## src/rtl/montgomery_enter_serial.sv

```systemverilog
// Bit-serial entry into Montgomery form: result_o = x_i * 2^k mod m_i, one doubling step per clock.
// Optional input precheck (m_i==0 or x_i>=m_i flagged on err_o) is built when MONT_ENTER_PRECHECK_EN is defined.
`timescale 1ns/1ps

package multiplier_pkg;
  parameter int DATA_LENGTH = 32;
endpackage

module montgomery_enter_serial
  import multiplier_pkg::*;
(
  input  logic                   clk_i,
  input  logic                   rst_i,
  input  logic                   start_i,
  input  logic [DATA_LENGTH-1:0] x_i,
  input  logic [DATA_LENGTH-1:0] m_i,
  input  logic [DATA_LENGTH-1:0] m_bl_i,
  output logic                   busy_o,
  output logic [DATA_LENGTH-1:0] result_o,
  output logic                   valid_o,
  output logic                   err_o
);

  localparam int CW = $clog2(DATA_LENGTH + 1);
  localparam logic [DATA_LENGTH-1:0] K_MAX = DATA_LENGTH'(DATA_LENGTH);

  localparam logic [1:0] IDLE  = 2'd0;
  localparam logic [1:0] SHIFT = 2'd1;
  localparam logic [1:0] DONE  = 2'd2;

  logic [1:0]             state;
  logic [DATA_LENGTH:0]   r;
  logic [DATA_LENGTH-1:0] m_q;
  logic [CW-1:0]          cnt;

  logic [CW-1:0]          k_load;
  logic [DATA_LENGTH:0]   t;
  logic [DATA_LENGTH:0]   t_sub;
  logic                   t_ge;

  // Bit lengths beyond the datapath width saturate to the full width.
  assign k_load = (m_bl_i > K_MAX) ? CW'(DATA_LENGTH) : m_bl_i[CW-1:0];

  // r < m_q always holds, so 2r fits in DATA_LENGTH+1 bits and one subtract suffices.
  assign t     = r << 1;
  assign t_ge  = (t >= {1'b0, m_q});
  assign t_sub = t - {1'b0, m_q};

  // The valid cycle is already IDLE, so a held start_i is accepted there (back-to-back).
  assign busy_o = (state != IDLE) || valid_o;

`ifdef MONT_ENTER_PRECHECK_EN
  logic bad_in;
  logic err_pend;

  assign bad_in = (m_i == '0) || (x_i >= m_i);

  always_ff @(posedge clk_i) begin
    if (rst_i) begin
      err_pend <= 1'b0;
      err_o    <= 1'b0;
    end else begin
      err_o <= 1'b0;
      if (state == IDLE && start_i) begin
        err_pend <= bad_in;
      end
      if (state == DONE) begin
        err_o <= err_pend;
      end
    end
  end
`else
  assign err_o = 1'b0;
`endif

  always_ff @(posedge clk_i) begin
    if (rst_i) begin
      state    <= IDLE;
      r        <= '0;
      m_q      <= '0;
      cnt      <= '0;
      result_o <= '0;
      valid_o  <= 1'b0;
    end else begin
      valid_o <= 1'b0;
      case (state)
        IDLE: begin
          if (start_i) begin
            r   <= {1'b0, x_i};
            m_q <= m_i;
            cnt <= k_load;
`ifdef MONT_ENTER_PRECHECK_EN
            if (bad_in) begin
              state <= DONE;
            end else begin
              state <= (k_load != '0) ? SHIFT : DONE;
            end
`else
            state <= (k_load != '0) ? SHIFT : DONE;
`endif
          end
        end
        SHIFT: begin
          r   <= t_ge ? t_sub : t;
          cnt <= cnt - 1'b1;
          if (cnt == CW'(1)) begin
            state <= DONE;
          end
        end
        DONE: begin
`ifdef MONT_ENTER_PRECHECK_EN
          result_o <= err_pend ? '0 : r[DATA_LENGTH-1:0];
`else
          result_o <= r[DATA_LENGTH-1:0];
`endif
          valid_o  <= 1'b1;
          state    <= IDLE;
        end
        default: state <= IDLE;
      endcase
    end
  end

endmodule

```

## config.mk

```make
export PLATFORM = sky130hd
export DESIGN_NAME = montgomery_enter_serial
export DESIGN_NICKNAME = d
export VERILOG_FILES = /design/src/rtl/montgomery_enter_serial.sv
export SDC_FILE = /design/constraint.sdc
export NUM_CORES = 1
export LEC_CHECK = 0
export CAP_MARGIN = 20
export CORE_ASPECT_RATIO = 0.75
export CORE_MARGIN = 2
export CORE_UTILIZATION = 30
export CTS_CLUSTER_DIAMETER = 150
export DETAILED_ROUTE_END_ITERATION = 10
export PLACE_DENSITY = 0.57
export SLEW_MARGIN = 20
export SYNTH_ARGS = -nofsm -noshare
export SYNTH_HDL_FRONTEND = slang
export SYNTH_SLANG_ARGS = --single-unit
```

## constraint.sdc

```tcl
create_clock -name clk_i -period 2.95 [get_ports clk_i]
set_input_delay 0.59 -clock clk_i [delete_from_list [all_inputs] [get_ports clk_i]]
set_output_delay 0.59 -clock clk_i [all_outputs]
set_load 0.01 [all_outputs]
```

==> results by group, run 1 <==
STA
  • Post-route minimum period: 2.788 ns
  • Highest Clock Rate: 0.3587 GHz
  • Setup tns final: 0 ns
  • Max transition margin: 0.4401
  • Count of endpoints failing hold in the final timing report: 0
  • Pins Over Slew Limit: 0
  • Final setup vio count: 0
  • Worst path setup slack after routing: 0.1625 ns
  • Tightest Pin Transition: 0.8334 ns
  • Post-Route Skew: 0.009654 ns
  • Unrepaired setup endpoints after global routing: no
  • Tcrit/Tclk final: 0.9449

Logic synthesis
  • Mapped Area: 6257 µm²
  • Commonest cells in the synthesized netlist: 180 x sky130_fd_sc_hd__nand2_1, 109 x sky130_fd_sc_hd__a21oi_1, 105 x sky130_fd_sc_hd__dfxtp_1
  • Synthesis warning total: 0
  • Top area cells in the synthesized netlist: sky130_fd_sc_hd__dfxtp_1 34%, sky130_fd_sc_hd__nand2_1 11%, sky130_fd_sc_hd__a21oi_1 8.7%
  • Proportion of netlist area held by the largest area contributor: 0.3359
  • Post-synthesis net count: 981
  • Top cell type by total area after synthesis: sky130_fd_sc_hd__dfxtp_1
  • Proportion of synthesized chip area in sequential cells: 0.3359
  • Synthesized netlist cell count: 847
  • FFs w/ async S/R, synth: 0
  • Number of enable-type register cells in the synthesized netlist: 0
  • Yosys cell types: 58
  • Ys flop type: sky130_fd_sc_hd__dfxtp_1
  • Per-instance average area after synthesis: 7.388 µm²
  • Number of register bits inferred by synthesis: 105
  • Most frequent cell after synthesis: sky130_fd_sc_hd__nand2_1

Global route
  • Number of antenna violations at the first check in global routing: 0
  • Global-route wire length before repair: 34.22 mm
  • Busiest metal layer after global routing: met1
  • Met2 Usage GRT: 0.2834
  • Vias in the first global route: 6131
  • Met3 Track Usage GR: 0.04398
  • Global-route total usage across every layer: 0.2005
  • Met1 Usage GRT: 0.3096
  • Grt ovf: 0
  • Pin count of the biggest net entering global routing: 56

Clock network
  • Clk buf depth: 2
  • Clock tree from TritonCTS: built
  • Clock slew at reported path FFs: 0.07 ns
  • TritonCTS buffer count: 9
  • Number of clock sinks seen by CTS: 105
  • H-Tree Level Count: 3
  • Insertion delay of the later-clocked pin in the worst-skew pair: 0.37 ns
  • Clock Tree Root: sky130_fd_sc_hd__clkbuf_16

Detailed routing
  • WL final: 22.18 mm
  • Remaining design rule violation count: 0
  • Antenna Violating Nets Remaining: 0
  • Vias/cell: 5.051
  • Vias after detailed routing: 6592
  • DRC violation total after the first TritonRoute iteration: 510
  • DRT Pass-1 Iters: 8
  • Post-detailed-route wirelength per cell: 16.99 µm

Power and ir drop
  • Total leakage power: 3.458 nW
  • Total power density per cell area: 844.0 nW/µm²
  • Power, Total: 0.007368 W
  • Worst ir drop on vdd: 0.0003358 V

Layout
  • Total Nets Final: 1152
  • Fraction of layout instances using a drive strength above 1: 0.1173
  • Final cell count without fillers: 1305
  • Relative area change from synthesis to final layout: 39.51%
  • Number of filler instances in the final layout: 2142
  • Antenna diode count: 0
  • Post-route cell area: 8730 µm²

Worst setup path
  • Critical Path End Type: flip-flop
  • Required arrival time at the worst endpoint: 3.23 ns
  • Worst Path Class, Setup: reg -> reg
  • Critical path peak fanout: 5
  • CP arrival: 3.06 ns
  • Crit path launch type: flip-flop

Placement
  • Final weighted congestion in routability-driven placement: 0.9583
  • Number of placed instances, taps included: 1286
  • Port-buffer cells: 132
  • Post-DP HPWL: 16.59 mm
  • Area of placed instances: 8351 µm²
  • Post-placement worst setup slack: -0.1405 ns

Min path
  • Type of the worst min-delay path: reg -> reg

Job
  • Max-capacitance violation count: 0

Die
  • Die ar.: 22040 µm²
  • Boundary pin count: 134
  • Initial core utilization: 0.3078
  • Row cnt: 45
  • Core area: 20330 µm²
  • Die Y: 129.1 µm
  • Die boundary width: 170.8 µm

Run status
  • Status: completed
==> cell families (layout without fill, tap and decap cells) <==
logic type	after synthesis	in the layout	synth area share
and+or+nand+nor	304	304	0.2050
muxes	12	12	0.01920
adders and majority gates	35	35	0.07119
buffers and inverters	97	271	0.06279
xor gates and xnor gates	27	27	0.03779
other	1	1	0.0005993
DFF	105	105	0.3359
AOI/OAI and AO/OA	266	268	0.2675
==> state kept, by name, summed over array words and instances (netlist names) <==
name,cells
m_q,32
r,32
state,2
cnt,6
valid_o,1
result_o,32
==> timing repair <==
item / in CTS / in global routing
buffers inserted: 1 / 0
hold endpoints to repair: 0 / 0
resized for setup: 1 / 14
hold buffers: 0 / 0
pin swaps: 0 / 4
cloned: 1 / 1
setup endpoints to repair: 28 / 31
==> per-stage QoR <==
stage / utilization / hold WS, ns
floorplan: - / 0.4363
global placement: 0.4108 / 0.4426
detailed placement: 0.4108 / 0.4461
CTS: 0.4259 / 0.4572
global route: 0.4295 / 0.4746
finish: 0.4295 / 0.4550
==> critical path, stage by stage, from the launching register on <==
cell                        delay [ns]
sky130_fd_sc_hd__dfxtp_1          0.35
sky130_fd_sc_hd__ha_1             0.36
sky130_fd_sc_hd__nand3_1          0.10
sky130_fd_sc_hd__a21boi_0         0.11
sky130_fd_sc_hd__o311ai_0         0.34
sky130_fd_sc_hd__buf_4            0.18
sky130_fd_sc_hd__a311oi_1         0.08
sky130_fd_sc_hd__buf_4            0.16
sky130_fd_sc_hd__o2111ai_1        0.29
sky130_fd_sc_hd__nand2_1          0.13
sky130_fd_sc_hd__xnor2_1          0.17
sky130_fd_sc_hd__a21o_1           0.18
sky130_fd_sc_hd__a211oi_1         0.23
==> power breakdown <==
part	internal (W)	switching (W)	leakage [nW]
registers	0.00161	0.000207	0.861
logic	0.00197	0.00239	2.46
clock network	0.000587	0.000602	0.136
==> placed cells by master (no fill, tap or decap), drive strengths merged, types with 4 or more instances in the layout <==
cell type        n
clkbuf          10
nand2          180
nor2b            6
nand4            5
a21o            22
nand2b           6
clkdlybuf4s50  131
and3             4
nor3            18
o21bai           5
nand3           11
o211ai           4
inv             43
o21ai           28
xnor2           11
o22ai           17
mux2i           12
xor2            16
a211oi          20
o2111ai          4
or2              4
a31o             4
a22o             4
buf             83
a21oi          109
nor2            55
ha              34
a31oi           20
dfxtp          105
nor4             8
o31ai            7
==> final timing paths <==
path,depth (start not counted),startpoint,to,slack [ns]
worst max-delay path,12,r[6]$_SDFFE_PP0P_,r[26]$_SDFFE_PP0P_,0.16
worst min-delay path,2,m_q[20]$_SDFFE_PP0P_,m_q[20]$_SDFFE_PP0P_,0.46
worst max register to register,12,r[6]$_SDFFE_PP0P_,r[26]$_SDFFE_PP0P_,0.16
worst min register to register,2,m_q[20]$_SDFFE_PP0P_,m_q[20]$_SDFFE_PP0P_,0.46
==> routing by layer <==
metal	wire length, µm	vias up
li1	-	3331
met1	11490	3016
met2	8680	229
met3	1809	16
met4	196	0
met5	0	-
==> final cells by class <==
type | count | area [µm²] | area share
multi-input combinational | 647 | 3867 | 0.4430
inverter | 41 | 153.9 | 0.01763
timing repair buffer | 214 | 1972 | 0.2259
tap | 282 | 352.8 | 0.04042
clock inverter | 6 | 52.55 | 0.006020
clock buffer | 10 | 229.0 | 0.02623
sequential | 105 | 2102 | 0.2408
(Power assumes the default switching activity.)
==> run 2: changes to the inputs <==
ABC_CLOCK_PERIOD_IN_PS = 2950   (was default)
==> results of run 2 <==
The final DEF is identical to that of run 1; final timing and power are the same.
